===== src/rtl/pll_reconfig_ctrl_if.sv =====
// Request handshake between the system controller and the PLL sequencer.
interface pll_reconfig_ctrl_if;
  logic       req_valid;
  logic [5:0] req_idsel;
  logic       req_ready;

  modport master (output req_valid, output req_idsel, input  req_ready);
  modport slave  (input  req_valid, input  req_idsel, output req_ready);
endinterface


===== src/rtl/pll_reconfig_ctrl.sv =====
// Gowin rPLL reset/IDSEL sequencer: hold reset, filter lock, settle, run.
// Handles loss of lock, bounded retries and sticky status flags.
module pll_reconfig_ctrl #(
  parameter logic [5:0]  DEFAULT_IDSEL = 6'd63,
  parameter int unsigned RESET_CYCLES  = 16,
  parameter int unsigned LOCK_FILTER   = 8,
  parameter int unsigned SETTLE_CYCLES = 16,
  parameter int unsigned LOCK_TIMEOUT  = 4096,
  parameter int unsigned MAX_RETRY     = 2
) (
  input  logic                      clk,
  input  logic                      rst_n,
  pll_reconfig_ctrl_if.slave        req,
  input  logic                      clr_status,
  input  logic                      pll_lock,
  output logic                      pll_reset,
  output logic [5:0]                pll_idsel,
  output logic                      clk_ok,
  output logic                      busy,
  output logic                      fault,
  output logic                      err_timeout,
  output logic                      lock_lost,
  output logic [2:0]                state_o
);

  localparam int unsigned HW = $clog2(RESET_CYCLES + 1);
  localparam int unsigned FW = $clog2(LOCK_FILTER + 1);
  localparam int unsigned SW = $clog2(SETTLE_CYCLES + 1);
  localparam int unsigned TW = $clog2(LOCK_TIMEOUT + 1);
  localparam int unsigned RW = (MAX_RETRY > 0) ? $clog2(MAX_RETRY + 1) : 1;

  typedef enum logic [2:0] {
    S_HOLD      = 3'd0,
    S_WAIT_LOCK = 3'd1,
    S_SETTLE    = 3'd2,
    S_RUN       = 3'd3,
    S_FAULT     = 3'd4
  } state_t;

  state_t        state_q, state_d;
  logic [5:0]    idsel_q, idsel_d;
  logic [RW-1:0] retry_q, retry_d;
  logic [HW-1:0] hold_cnt_q, hold_cnt_d;
  logic [FW-1:0] filt_cnt_q, filt_cnt_d;
  logic [SW-1:0] settle_cnt_q, settle_cnt_d;
  logic [TW-1:0] to_cnt_q, to_cnt_d;
  logic          err_timeout_q, err_timeout_d;
  logic          lock_lost_q, lock_lost_d;
  logic          pll_reset_q, clk_ok_q, busy_q, fault_q, req_ready_q;
  logic          sync1_q, lock_s_q;

  logic          accept;
  logic          fail;
  logic          set_to;
  logic          set_ll;

  // Two-flop synchronizer for the asynchronous PLL lock pin.
  always_ff @(posedge clk or negedge rst_n) begin
    if (!rst_n) begin
      sync1_q  <= 1'b0;
      lock_s_q <= 1'b0;
    end else begin
      sync1_q  <= pll_lock;
      lock_s_q <= sync1_q;
    end
  end

  // Next-state, counter and sticky-flag logic.
  always_comb begin
    state_d      = state_q;
    idsel_d      = idsel_q;
    retry_d      = retry_q;
    hold_cnt_d   = '0;
    filt_cnt_d   = '0;
    settle_cnt_d = '0;
    to_cnt_d     = '0;
    fail         = 1'b0;
    set_to       = 1'b0;
    set_ll       = 1'b0;
    accept       = req.req_valid && req_ready_q;

    case (state_q)
      S_HOLD: begin
        if (hold_cnt_q == HW'(RESET_CYCLES - 1)) state_d = S_WAIT_LOCK;
        else                                     hold_cnt_d = hold_cnt_q + HW'(1);
      end
      S_WAIT_LOCK: begin
        filt_cnt_d = lock_s_q ? filt_cnt_q + FW'(1) : '0;
        // Filtered lock wins over a timeout expiring in the same cycle.
        if (lock_s_q && filt_cnt_q == FW'(LOCK_FILTER - 1)) begin
          state_d = S_SETTLE;
        end else if (to_cnt_q == TW'(LOCK_TIMEOUT - 1)) begin
          fail   = 1'b1;
          set_to = 1'b1;
        end else begin
          to_cnt_d = to_cnt_q + TW'(1);
        end
      end
      S_SETTLE: begin
        if (!lock_s_q) begin
          fail = 1'b1;
        end else if (settle_cnt_q == SW'(SETTLE_CYCLES - 1)) begin
          state_d = S_RUN;
          retry_d = '0;
        end else begin
          settle_cnt_d = settle_cnt_q + SW'(1);
        end
      end
      S_RUN: begin
        if (accept) begin
          state_d = S_HOLD;
          idsel_d = req.req_idsel;
          retry_d = '0;
        end else if (!lock_s_q) begin
          state_d = S_HOLD;
          set_ll  = 1'b1;
        end
      end
      S_FAULT: begin
        if (accept) begin
          state_d = S_HOLD;
          idsel_d = req.req_idsel;
          retry_d = '0;
        end
      end
      default: state_d = S_HOLD;
    endcase

    if (fail) begin
      if (retry_q < RW'(MAX_RETRY)) begin
        retry_d = retry_q + RW'(1);
        state_d = S_HOLD;
      end else begin
        state_d = S_FAULT;
      end
    end

    // Every state change starts its counters from zero; no state re-enters itself.
    if (state_d != state_q) begin
      hold_cnt_d   = '0;
      filt_cnt_d   = '0;
      settle_cnt_d = '0;
      to_cnt_d     = '0;
    end

    err_timeout_d = set_to | (err_timeout_q & ~clr_status);
    lock_lost_d   = set_ll | (lock_lost_q & ~clr_status);
  end

  // State, counters, and outputs registered from the next state.
  always_ff @(posedge clk or negedge rst_n) begin
    if (!rst_n) begin
      state_q       <= S_HOLD;
      idsel_q       <= DEFAULT_IDSEL;
      retry_q       <= '0;
      hold_cnt_q    <= '0;
      filt_cnt_q    <= '0;
      settle_cnt_q  <= '0;
      to_cnt_q      <= '0;
      err_timeout_q <= 1'b0;
      lock_lost_q   <= 1'b0;
      pll_reset_q   <= 1'b1;
      clk_ok_q      <= 1'b0;
      busy_q        <= 1'b1;
      fault_q       <= 1'b0;
      req_ready_q   <= 1'b0;
    end else begin
      state_q       <= state_d;
      idsel_q       <= idsel_d;
      retry_q       <= retry_d;
      hold_cnt_q    <= hold_cnt_d;
      filt_cnt_q    <= filt_cnt_d;
      settle_cnt_q  <= settle_cnt_d;
      to_cnt_q      <= to_cnt_d;
      err_timeout_q <= err_timeout_d;
      lock_lost_q   <= lock_lost_d;
      pll_reset_q   <= (state_d == S_HOLD) || (state_d == S_FAULT);
      clk_ok_q      <= (state_d == S_RUN);
      busy_q        <= (state_d != S_RUN) && (state_d != S_FAULT);
      fault_q       <= (state_d == S_FAULT);
      req_ready_q   <= (state_d == S_RUN) || (state_d == S_FAULT);
    end
  end

  assign req.req_ready = req_ready_q;
  assign pll_reset     = pll_reset_q;
  assign pll_idsel     = idsel_q;
  assign clk_ok        = clk_ok_q;
  assign busy          = busy_q;
  assign fault         = fault_q;
  assign err_timeout   = err_timeout_q;
  assign lock_lost     = lock_lost_q;
  assign state_o       = state_q;

endmodule


===== src/flat_wrapper.sv =====
// flat-port wrapper written by rule: the top's interface ports become plain ports
module pll_reconfig_ctrl_flat 
#(
  parameter logic [5:0]  DEFAULT_IDSEL = 6'd63,
  parameter int unsigned RESET_CYCLES  = 16,
  parameter int unsigned LOCK_FILTER   = 8,
  parameter int unsigned SETTLE_CYCLES = 16,
  parameter int unsigned LOCK_TIMEOUT  = 4096,
  parameter int unsigned MAX_RETRY     = 2
)
  (clk, rst_n, clr_status, pll_lock, pll_reset, pll_idsel, clk_ok, busy, fault, err_timeout, lock_lost, state_o, req_req_valid, req_req_idsel, req_req_ready);
  pll_reconfig_ctrl_if req_i ();
  input  logic clk;
  input  logic rst_n;
  input  logic clr_status;
  input  logic pll_lock;
  output logic pll_reset;
  output logic [5:0] pll_idsel;
  output logic clk_ok;
  output logic busy;
  output logic fault;
  output logic err_timeout;
  output logic lock_lost;
  output logic [2:0] state_o;
  input wire logic [$bits(req_i.req_valid)-1:0] req_req_valid;
  input wire logic [$bits(req_i.req_idsel)-1:0] req_req_idsel;
  output wire logic [$bits(req_i.req_ready)-1:0] req_req_ready;
  assign req_i.req_valid = req_req_valid;
  assign req_i.req_idsel = req_req_idsel;
  assign req_req_ready = req_i.req_ready;
  pll_reconfig_ctrl #(.DEFAULT_IDSEL(DEFAULT_IDSEL), .RESET_CYCLES(RESET_CYCLES), .LOCK_FILTER(LOCK_FILTER), .SETTLE_CYCLES(SETTLE_CYCLES), .LOCK_TIMEOUT(LOCK_TIMEOUT), .MAX_RETRY(MAX_RETRY)) u_core (.clk(clk), .rst_n(rst_n), .req(req_i), .clr_status(clr_status), .pll_lock(pll_lock), .pll_reset(pll_reset), .pll_idsel(pll_idsel), .clk_ok(clk_ok), .busy(busy), .fault(fault), .err_timeout(err_timeout), .lock_lost(lock_lost), .state_o(state_o));
endmodule

===== config.mk =====
export PLATFORM = sky130hd
export DESIGN_NAME = pll_reconfig_ctrl_flat
export DESIGN_NICKNAME = d
export VERILOG_FILES = /design/src/rtl/pll_reconfig_ctrl_if.sv /design/src/rtl/pll_reconfig_ctrl.sv /design/src/flat_wrapper.sv
export SDC_FILE = /design/constraint.sdc
export NUM_CORES = 1
export LEC_CHECK = 0
export ABC_AREA = 1
export BUFFER_PORTS_ARGS = -buffer_cell sky130_fd_sc_hd__buf_2
export CORE_UTILIZATION = 45
export DETAILED_ROUTE_END_ITERATION = 8
export PLACE_DENSITY = 0.65
export RECOVER_POWER = 50
export SLEW_MARGIN = 20
export SYNTH_ARGS = -nofsm -noshare
export SYNTH_HDL_FRONTEND = slang
export SYNTH_SLANG_ARGS = --single-unit

===== constraint.sdc =====
create_clock -name clk -period 2.9 [get_ports clk]
set_input_delay 0.58 -clock clk [delete_from_list [all_inputs] [get_ports clk]]
set_output_delay 0.58 -clock clk [all_outputs]
set_load 0.02 [all_outputs]

Word-level counts from Yosys, hierarchy flattened:

Index checks and enable logic that the tools add are counted.

* input port bits: 11
* bits in latches: 0
* memory bits (read-only): 0
* flip-flop bits (word level): 47
* memory bits (writable): 0
* output and inout port bits: 16
* memories kept: 0

* mux-type cells: 37
* order comparisons: 1
* bitwise operators: 5
* div/mod/pow operators: 0
* $mul: 0
* reduce and logical (&&, ||, !) cells: 9
* eq/ne operators: 13
* $add $sub $neg: 5
* shift operators: 0

Operator list (count)
* $mux W13: 4
* $mux W5: 7
* $mux W3: 9
* $pmux W3 S5: 1
* $add A13 B1 Y13 const B: 1
* $eq A13 B12 Y1 const B: 1
* $mux W4: 3
* $add A5 B1 Y5 const B: 2
* $eq A5 B4 Y1 const B: 2
* $mux W2: 5
* $eq A3 B2 Y1 const B: 3
* $eq A3 B3 Y1 const B: 2
* $logic_not A3 Y1: 2
* $mux W1: 6
* $add A4 B1 Y4 const B: 1
* $eq A4 B3 Y1 const B: 1
* $pmux W2 S2: 1
* $eq A3 B1 Y1 const B: 1
* $logic_and A1 B1 Y1: 3
* $ne A3 B2 Y1 const B: 1
* $ne A3 B3 Y1: 1
* $ne A3 B3 Y1 const B: 1
* $add A2 B1 Y2 const B: 1
* $and A1 B1 Y1: 2
* other kinds (7): 9

Logic depth before layout (Yosys ltp):

* word-level depth: 7
* depth in mapped cells: 12
* depth with buffers taken out: 12

Worst setup path before layout:

OpenSTA, ideal clock, no wires.

* path kind: register to register
* start: register u_core.state_q[1], in the netlist u_core.state_o[1]
* end: register u_core.filt_cnt_q[0]
* clock period less this slack: 1.525 ns
* path slack: 1.375 ns
* buffers on the path: 0
* setup time: 0.116 ns
* cell stages (with the launch flop): 11
* arrival time: 1.409 ns
* cell sequence: dfrtp_1 inv_1 nand3_2 nor2_2 nand3_4 nand2_1 nand2_2 nand3_1 nand2_1 nand3_2 nor2_1

* word-level cells in the longest chain between the ends: 6
* elaborated cells on any way between the ends: 18
* classes of those cells: eq/ne: 5; mux: 12; reduce/logical: 1

Ends and longest elaborated chain
* start, declared: line pll_reconfig_ctrl.sv:40 `state_t state_q, state_d;`
* start signal, assigned: line pll_reconfig_ctrl.sv:168 `state_q <= state_d;`
* $mux W3, on equally long branches: line pll_reconfig_ctrl.sv:114, pll_reconfig_ctrl.sv:102
* $mux W3, on equally long branches: line pll_reconfig_ctrl.sv:110, pll_reconfig_ctrl.sv:100
* $pmux W3 S5: line pll_reconfig_ctrl.sv:82 `case (state_q)`
* $mux W3: line pll_reconfig_ctrl.sv:129 `if (fail) begin`
* $ne A3 B3 Y1: line pll_reconfig_ctrl.sv:139 `if (state_d != state_q) begin`
* $mux W4 *: line pll_reconfig_ctrl.sv:139
* named net u_core.filt_cnt_d[0]: line pll_reconfig_ctrl.sv:44 `logic [FW-1:0] filt_cnt_q, filt_cnt_d;`
* end signal, assigned: line pll_reconfig_ctrl.sv:172 `filt_cnt_q <= filt_cnt_d;`
* end, declared: line pll_reconfig_ctrl.sv:44

The timed path passes the listed nets; every way through them passes the cells marked *.
A chain may end at the register's enable or synchronous reset.

Worst setup path in the final report:

* start: register u_core.to_cnt_q[0]
* end: register u_core.filt_cnt_q[0]

* word-level cells in the longest chain between the ends: 7

Ends and longest elaborated chain
* start, declared: line pll_reconfig_ctrl.sv:46 `logic [TW-1:0] to_cnt_q, to_cnt_d;`
* start signal, assigned: line pll_reconfig_ctrl.sv:174 `to_cnt_q <= to_cnt_d;`
* $eq A13 B12 Y1: line pll_reconfig_ctrl.sv:92 `end else if (to_cnt_q == TW'(LOCK_TIMEOUT - 1)) begin`
* $mux W1: line pll_reconfig_ctrl.sv:92
* $mux W1: line pll_reconfig_ctrl.sv:90 `if (lock_s_q && filt_cnt_q == FW'(LOCK_FILTER - 1)) begin`
* $pmux W1 S2: line pll_reconfig_ctrl.sv:82
* $mux W3: line pll_reconfig_ctrl.sv:129
* $ne A3 B3 Y1: line pll_reconfig_ctrl.sv:139
* $mux W4: line pll_reconfig_ctrl.sv:139
* named net u_core.filt_cnt_d[0]: line pll_reconfig_ctrl.sv:44

The timed path passes the listed nets, and every way through them passes these cells.

==> run_results.csv <==
group,metric,value,unit
final_layout,regArea,1190,um^2
global_routing,antenna_found_initial,0,
timing,slew_headroom,0.478,
setup_path,crit_fanout,5,
detailed_routing,routed_wl,3.67,mm
global_routing,grt.overflow.total,0,
detailed_routing,post_drt_wl_per_cell,12.1,um
final_layout,areaGrowthSynthToFinish,14.9,%
timing,worstMarginPinSlew,783,ps
global_routing,grt_max_degree,34,
clocking,cts_buffers,5,
power,ir_drop,0.429,mV
clocking,cts_sinks,47,
synthesis,ys_ff_latch,47,
setup_path,crit_arrival,1900,ps
synthesis,syn_nets,233,
detailed_routing,dr_total_vias,1506,
timing,finClkSkew,5.25,ps
power,p_leak,1.19,nW
synthesis,yosys.area.top_type,"dfrtp_1",
place,place.port_buffers,26,
clocking,ctsHoldBuffers,0,
clocking,post_cts_buffers,0,
detailed_routing,dr.pass1.iters,4,
die,chipHeight,70.2,um
timing,fmax,586,MHz
clocking,cts_tree,"done",
clocking,clockBufferDepth,2,
global_routing,grt_pass1_wl,6.50,mm
synthesis,synth_commonest_cells,"nor2_1, dfrtp_1, nand2_1, inv_1, nand3_1",
die,die-area,4930,um^2
setup_path,cp-start-kind,"flip-flop",
detailed_routing,viasPerCell,4.95,
place,dp_hpwl,2.78,mm
synthesis,synth.distinct_cells,31,
die,rows,24,
die,initial_core_util,0.474,
global_routing,grt_pass1_vias,1507,
synthesis,netlist_instances,218,
synthesis,synth.most_common_cell,"nor2_1",
detailed_routing,drcViolationCount,0,
final_layout,n_fill_cell,399,
place,place_congestion,0.755,
synthesis,synth_edf_count,0,
synthesis,yosysSeqAreaShare,0.567,
setup_path,cp-end-kind,"flip-flop",
die,core-area,4410,um^2
synthesis,synth_async_sr_flop_share,1.00,
final_layout,n_antenna_cell,0,
min_path,min_path_type,"primary input to asynchronous set/reset pin",
synthesis,synth_top_area_frac,0.467,
synthesis,ys_warn_count,0,
timing,fin_crit,1710,ps
clocking,clk_pin_slew,90,ps
final_layout,multiInputGateArea,792,um^2
timing,slew_viol_final,0,
synthesis,syn_area_per_cell,9.60,um^2
detailed_routing,antenna_left,0,
timing,setup_viol,0,
global_routing,grt_use_total,0.171,
clocking,cts_resized,0,
timing,finalCritPeriodShare,0.588,
setup_path,critical_path_class,"flip-flop to flip-flop",
timing,hold_viol,0,
timing,rsz0062_at_grt,"false",
final_layout,fin_nets,266,
flow_run,cap_violations,0,
timing,worst_slack,1190,ps
clocking,clock_latency,300,ps
synthesis,syn-cell-area,2090,um^2
clocking,root_buffer,"clkbuf_8",
status,status,"finished, final reports clean",
clocking,cts-htree-levels,2,
die,num_io_pins,27,
synthesis,synth_area_leaders,"dfrtp_1, dfstp_2, nor2_1, nand2_1, inv_1",
setup_path,required,3100,ps
die,die_w,70.2,um
timing,totalNegativeSetupSlack,0,ps
synthesis,synth-main-ff-cell,"dfrtp_1",
power,power.density,676,nW/um^2
place,pre_cts_ws,1190,ps
detailed_routing,drt_iter0_drc,40,
final_layout,final_layout_size_suffix_gt1_frac,0.262,
[placed cells by master, fill, tap and decap left out, drive strengths merged, types with 4 or more instances in the layout]
| cell type | n |
|---|---|
| ha | 4 |
| nand3 | 22 |
| nand4 | 5 |
| dfrtp | 39 |
| nor2 | 45 |
| nand2 | 35 |
| inv | 29 |
| dfstp | 8 |
| clkbuf | 8 |
| xor2 | 4 |
| mux2 | 6 |
| buf | 25 |
[critical path, cell delays in order (launching register included)]
cell and delay, ps:
dfrtp_1 390, ha_1 190, nand2_1 80, nor2_2 160, nand2_2 110, nor2_4 130
nand3_4 110, nand2_1 100, nand2_2 70, nand3_1 70, nand2_1 60, nand3_2 90
nor2_1 50
[registers in the layout, summed over array words and instances (netlist names), 2 cells and up]
signal,count
u_core.to_cnt_q,13
u_core.pll_idsel,6
u_core.hold_cnt_q,5
u_core.settle_cnt_q,5
u_core.filt_cnt_q,4
u_core.state_o,3
u_core.retry_q,2
[final cells by class]
type,instances,share of cell area
Sequential cell,47,0.493
Inverter,29,0.0453
Timing Repair Buffer,27,0.0557
Multi-Input combinational cell,141,0.330
Clock buffer,6,0.0344
Clock inverter,2,0.0146
Tap cell,52,0.0271
[routing by layer]
| layer | part of all wire | global-route usage | vias to the layer above |
|---|---|---|---|
| met5 | 0 | 0 | - |
| met4 | 0.023 | 0.0956 | 0 |
| met3 | 0.031 | 0.0375 | 9 |
| met2 | 0.48 | 0.275 | 25 |
| met1 | 0.47 | 0.214 | 703 |
| li1 | - | - | 769 |
[where the power goes]
part,internal (W),leakage [nW],switching (W)
logic,0.000114,0.516,0.000214
registers,0.000749,0.615,0.0000559
clock network,0.000279,0.0612,0.000212
[path summary, 6_finish.rpt]
kind	cells past startpoint	from	end	slack (ps)
worst max-delay path	12	u_core.to_cnt_q[0]$_DFF_PN0_	u_core.filt_cnt_q[0]$_DFF_PN0_	1190
worst min-delay path	1	rst_n	u_core.settle_cnt_q[4]$_DFF_PN0_	320
worst max register to register	12	u_core.to_cnt_q[0]$_DFF_PN0_	u_core.filt_cnt_q[0]$_DFF_PN0_	1190
worst min register to register	0	u_core.sync1_q$_DFF_PN0_	u_core.lock_s_q$_DFF_PN0_	360
max in group asynchronous	2	rst_n	u_core.hold_cnt_q[4]$_DFF_PN0_	1340
min in group clk	0	u_core.sync1_q$_DFF_PN0_	u_core.lock_s_q$_DFF_PN0_	360
[cells by family (layout without fill, tap and decap cells)]
kind of cell	count (synthesis)	count (layout)	share of synthesized area
AOI/OAI and AO/OA	9	9	0.0299
xor gates and xnor gates	6	6	0.0251
muxes	6	6	0.0323
buffers and inverters	30	64	0.0544
DFF	47	47	0.567
and+or+nand+nor	116	116	0.267
adders and majority gates	4	4	0.0239
[stage by stage]
step	hold WS, ps	power, W	instances	util	area, um^2
6_report	325	0.00162	304	0.545	2400
5_1_grt	362	0.00171	304	0.545	2400
4_1_cts	173	0.00165	304	0.545	2410
3_5_place_dp	338	0.00116	296	0.519	2290
3_3_place_gp	336	0.00114	296	0.519	2290
2_1_floorplan	284	0.00105	218	-	2090
Note: power is estimated with default switching activity, not from simulation.
